$ cat src/rtl/uart_alu_ctrl.sv
// uart_alu_ctrl: frame sequencer between uart_rx, the ALU and uart_tx.
// Collects operand A, operand B and an opcode byte, strobes the ALU for one cycle,
// latches the result and hands it to the transmitter with a one-cycle start pulse.
// Optional inter-byte timeout is compiled in with the macro UART_ALU_CTRL_TIMEOUT_EN.
module uart_alu_ctrl #(
  parameter int unsigned NB_DATA     = 8,
  parameter int unsigned NB_OP       = 6,
  parameter int unsigned TIMEOUT_CYC = 50000
) (
  input  logic               clk,
  input  logic               i_rst_n,
  input  logic [NB_DATA-1:0] i_rx_data,
  input  logic               i_rx_done,
  output logic [NB_DATA-1:0] o_alu_a,
  output logic [NB_DATA-1:0] o_alu_b,
  output logic [NB_OP-1:0]   o_alu_op,
  output logic               o_alu_valid,
  input  logic [NB_DATA-1:0] i_alu_result,
  output logic [NB_DATA-1:0] o_tx_data,
  output logic               o_tx_start,
  input  logic               i_tx_done,
  output logic               o_busy,
  output logic               o_overrun,
  output logic               o_timeout
);

  if (NB_OP > NB_DATA || TIMEOUT_CYC < 2) begin : g_bad_params
    $error("uart_alu_ctrl: NB_OP must fit in NB_DATA and TIMEOUT_CYC must be at least 2");
  end

  localparam logic [2:0] IDLE    = 3'd0;
  localparam logic [2:0] GET_B   = 3'd1;
  localparam logic [2:0] GET_OP  = 3'd2;
  localparam logic [2:0] EXEC    = 3'd3;
  localparam logic [2:0] SEND    = 3'd4;
  localparam logic [2:0] WAIT_TX = 3'd5;

  logic [2:0] state_q, state_d;
  logic       in_frame;    // waiting for byte 2 or byte 3
  logic       rx_dropped;  // byte arrived while the frame is being executed/returned
  logic       timeout_hit;

  assign in_frame   = (state_q == GET_B) || (state_q == GET_OP);
  assign rx_dropped = i_rx_done &&
                      ((state_q == EXEC) || (state_q == SEND) || (state_q == WAIT_TX));

`ifdef UART_ALU_CTRL_TIMEOUT_EN
  localparam int unsigned     CntW    = $clog2(TIMEOUT_CYC + 1);
  localparam logic [CntW-1:0] CntLast = CntW'(TIMEOUT_CYC - 1);

  logic [CntW-1:0] cnt_q;
  logic            accept;
  logic            timeout_q;

  assign accept      = i_rx_done && ((state_q == IDLE) || in_frame);
  // A byte landing on the terminal count wins over the timeout.
  assign timeout_hit = in_frame && !i_rx_done && (cnt_q == CntLast);
  assign o_timeout   = timeout_q;

  // Inter-byte cycle counter: restarts on every accepted byte and whenever IDLE is entered.
  always_ff @(posedge clk or negedge i_rst_n) begin
    if (!i_rst_n) begin
      cnt_q     <= '0;
      timeout_q <= 1'b0;
    end else begin
      timeout_q <= timeout_hit;
      if (accept || (state_d == IDLE)) begin
        cnt_q <= '0;
      end else if (in_frame) begin
        cnt_q <= cnt_q + CntW'(1);
      end
    end
  end
`else
  assign timeout_hit = 1'b0;
  assign o_timeout   = 1'b0;
`endif

  // Next-state decode; unused encodings fall back to IDLE.
  always_comb begin
    state_d = state_q;
    case (state_q)
      IDLE:    if (i_rx_done) state_d = GET_B;
      GET_B: begin
        if (i_rx_done)        state_d = GET_OP;
        else if (timeout_hit) state_d = IDLE;
      end
      GET_OP: begin
        if (i_rx_done)        state_d = EXEC;
        else if (timeout_hit) state_d = IDLE;
      end
      EXEC:    state_d = SEND;
      SEND:    state_d = i_tx_done ? IDLE : WAIT_TX;
      WAIT_TX: if (i_tx_done) state_d = IDLE;
      default: state_d = IDLE;
    endcase
  end

  // State register.
  always_ff @(posedge clk or negedge i_rst_n) begin
    if (!i_rst_n) begin
      state_q <= IDLE;
    end else begin
      state_q <= state_d;
    end
  end

  // Frame/result registers and strobes. Operands persist across frames until overwritten.
  always_ff @(posedge clk or negedge i_rst_n) begin
    if (!i_rst_n) begin
      o_alu_a     <= '0;
      o_alu_b     <= '0;
      o_alu_op    <= '0;
      o_tx_data   <= '0;
      o_alu_valid <= 1'b0;
      o_tx_start  <= 1'b0;
      o_busy      <= 1'b0;
      o_overrun   <= 1'b0;
    end else begin
      if (i_rx_done && (state_q == IDLE))   o_alu_a  <= i_rx_data;
      if (i_rx_done && (state_q == GET_B))  o_alu_b  <= i_rx_data;
      if (i_rx_done && (state_q == GET_OP)) o_alu_op <= i_rx_data[NB_OP-1:0];
      if (state_q == EXEC)                  o_tx_data <= i_alu_result;
      // Valid coincides with EXEC; start and busy trail the state by one cycle.
      o_alu_valid <= (state_d == EXEC);
      o_tx_start  <= (state_q == SEND);
      o_busy      <= (state_q != IDLE);
      o_overrun   <= rx_dropped;
    end
  end

endmodule

$ cat config.mk
export PLATFORM = sky130hd
export DESIGN_NAME = uart_alu_ctrl
export DESIGN_NICKNAME = d
export VERILOG_FILES = /design/src/rtl/uart_alu_ctrl.sv
export SDC_FILE = /design/constraint.sdc
export NUM_CORES = 1
export LEC_CHECK = 0
export CORE_ASPECT_RATIO = 1.4
export CORE_UTILIZATION = 25
export DETAILED_ROUTE_END_ITERATION = 12
export GPL_ROUTABILITY_DRIVEN = 0
export PLACE_DENSITY_LB_ADDON = 0.15
export SYNTH_ARGS = -nofsm -noshare
export SYNTH_HDL_FRONTEND = slang
export SYNTH_SLANG_ARGS = --single-unit
$ cat constraint.sdc
create_clock -name clk -period 1.9 [get_ports clk]
set_input_delay 0.38 -clock clk [delete_from_list [all_inputs] [get_ports clk]]
set_output_delay 0.38 -clock clk [all_outputs]
set_load 0.01 [all_outputs]
==> impl_metrics.json <==
{
  "setup_viol_count_final": 0,
  "crit_family": "buffers and inverters",
  "ys_top_cells_by_area": "dfrtp_1 (64%), mux2_2 (23%), nor4b_4 (1.6%), nor3b_1 (1.6%), nand2b_1 (1.3%)",
  "synth_top_cell_by_area": "dfrtp_1",
  "muxShareOfSynthArea": 0.234,
  "setup_ws_ns": 0.319,
  "wire_per_inst_um": 14.1,
  "die-height_um": 92.0,
  "path_class": "flip-flop to primary output",
  "critPathLaunchType": "flip-flop",
  "maxCapViolations": 0,
  "ant_nets": 0,
  "end_kind": "primary output",
  "crit_fanout": 2,
  "drtPass1Iterations": 3,
  "path_cells": "clkdlybuf4s50_1",
  "maxSlewViolCount": 0,
  "antenna_found_initial": 0,
  "worstMarginPinSlew_ns": 0.802,
  "grt_pass1_vias": 976,
  "critical_path_depth": 1,
  "final.setup.tns_ns": 0,
  "drc": 0,
  "clock_path_buffers": 2,
  "numCtsBuffers": 5,
  "cts.sinks": 37,
  "die_w_um": 66.3,
  "drt_iter0_drc": 30,
  "fmax_ghz": 0.633,
  "drive_above_1_share": 0.309,
  "fin_skew_ns": 0.00681,
  "power.density_nw_per_um2": 1710,
  "dp_hpwl_mm": 2.27,
  "vias_per_cell": 4.26,
  "hold_viol_final": 0,
  "grt_pass1_wl_mm": 4.89,
  "ys_warn_count": 0,
  "status": "finished, final reports clean",
  "io_pins": 55,
  "cts_tree": "done",
  "area_growth_pct": 49.9,
  "max_stage_delay_ns": 0.56,
  "worst-r2r-cell-count": 2,
  "min_period_ns": 1.58,
  "post_cts_buffers": 0,
  "peakVddDrop_mv": 0.645,
  "fin_crit_sh": 0.832,
  "grt.overflow.total": 0,
  "critPathBufInv": 1,
  "path_clk_slew_ns": 0.08,
  "fill_cells": 545,
  "grt_start_max_net_pins": 38,
  "power.total_mw": 3.71,
  "syn-cell-area_um2": 1450,
  "io_buffers": 53,
  "track_usage": 0.112,
  "crit_slowest_cell": "clkdlybuf4s50_1",
  "syn_nets": 110,
  "seq_area_frac_synth": 0.641,
  "slew_headroom": 0.465,
  "clk_latency_ns": 0.29,
  "synth_xor_xnor_area_share": 0,
  "via_count": 925,
  "syn_inst": 90,
  "synthAdderAreaFrac": 0,
  "start_util": 0.262,
  "syn_area_per_cell_um2": 16.1,
  "hold_path_class": "primary input to asynchronous set/reset pin",
  "cts-root-buf": "clkbuf_8",
  "synth_compound_area_frac": 0.00866,
  "cp.required_ns": 1.52,
  "rsz0062_at_grt": "no",
  "synth.distinct_cells": 16,
  "leakagePower_nw": 0.888,
  "ctsHoldBuffers": 0,
  "core-area_um2": 5530,
  "ys_ff_latch": 37,
  "die_area_um2": 6090,
  "netlist.area_leader.share": 0.641,
  "diodes": 0,
  "dpl_worst_slack_ns": 0.0422,
  "synthSimpleGateAreaFrac": 0.0857,
  "routed_wl_mm": 3.05,
  "htreeDepth": 2,
  "synth_top_family_by_area": "multiplexers",
  "row_count": 32,
  "arrival_ns": 1.20,
  "cts-resized-gates": 0,
  "final_nets": 168
}
-- cells in the mapped netlist --
cell	count
mux2_2	30
or3_1	2
a21oi_1	1
nor4bb_1	1
nand2b_1	3
nand3b_1	2
nor4b_4	1
nor4b_1	1
conb_1	1
nor3b_1	3
buf_6	1
and4bb_2	1
a21boi_0	1
dfrtp_1	37
buf_2	3
buf_4	2
-- power breakdown --
part	total, mW	switching, mW	internal (mW)
Sequential	1.43	0.262	1.17
Combinational	1.59	0.547	1.05
Clock	0.677	0.285	0.393
-- placed cells by master, fill, tap and decap left out --
cell type | Yosys | layout
clkinv_4 | 0 | 1
and4bb_2 | 1 | 1
nor3b_1 | 3 | 3
clkinvlp_4 | 0 | 1
nor4b_4 | 1 | 1
or3_1 | 2 | 2
mux2_2 | 30 | 30
nand3b_1 | 2 | 2
buf_2 | 3 | 1
a21boi_0 | 1 | 1
bufinv_16 | 0 | 1
clkbuf_8 | 0 | 5
a21oi_1 | 1 | 1
buf_4 | 2 | 4
conb_1 | 1 | 1
nor4bb_2 | 0 | 1
dfrtp_1 | 37 | 37
clkdlybuf4s50_1 | 0 | 52
nand2b_1 | 3 | 3
nor4b_1 | 1 | 1
-- state kept, by name, summed over array words and instances (netlist names), 3 cells and up --
| name | count |
|---|---|
| o_tx_data | 8 |
| o_alu_a | 8 |
| o_alu_b | 8 |
| state_q | 3 |
| o_alu_op | 6 |
-- cell families (layout without fill, tap and decap cells) --
| kind of cell | Yosys count | count (layout) |
|---|---|---|
| AOI/OAI and AO/OA | 2 | 2 |
| buffers and inverters | 6 | 65 |
| DFF | 37 | 37 |
| muxes | 30 | 30 |
| other | 1 | 1 |
| and+or+nand+nor | 14 | 14 |
-- routing by layer --
layer  wire length (um)  track usage  part of all wire  vias up
met1               1150        0.125              0.38      467
met3                117       0.0373             0.038        5
met5                  0            0                 0        -
li1                   -            -                 -      428
met2               1710        0.185              0.56       25
met4                 72       0.0585             0.024        0
-- layout make-up --
class	instances	area, um2	area share
multi-input combinational	47	484	0.224
clock inverter	3	46.3	0.0214
tap	68	85.1	0.0393
timing repair buffer	57	556	0.256
clock buffer	5	68.8	0.0318
sequential	37	926	0.427
-- per-stage QoR --
stage          cell area [um2]   util  cells  hold WS (ns)
2_1_floorplan             1450      -     90        0.0844
3_3_place_gp              2050  0.371    209         0.489
3_5_place_dp              2050  0.371    209         0.497
4_1_cts                   2170  0.392    217         0.199
5_1_grt                   2170  0.392    217         0.233
6_report                  2170  0.392    217         0.172
-- worst paths after layout --
path / start / end / slack, ns
min: i_rst_n / o_alu_b[4]$_DFFE_PN0P_ / 0.17
min reg2reg: o_tx_data[0]$_DFFE_PN0P_ / o_tx_data[0]$_DFFE_PN0P_ / 0.51
max in group asynchronous: i_rst_n / o_tx_data[0]$_DFFE_PN0P_ / 1.21
max: o_alu_op[2]$_DFFE_PN0P_ / o_alu_op[2] / 0.32
min in group clk: o_tx_data[0]$_DFFE_PN0P_ / o_tx_data[0]$_DFFE_PN0P_ / 0.51
max reg2reg: state_q[2]$_DFF_PN0_ / o_alu_b[2]$_DFFE_PN0P_ / 0.37
Power figures use the tool's default switching activity.
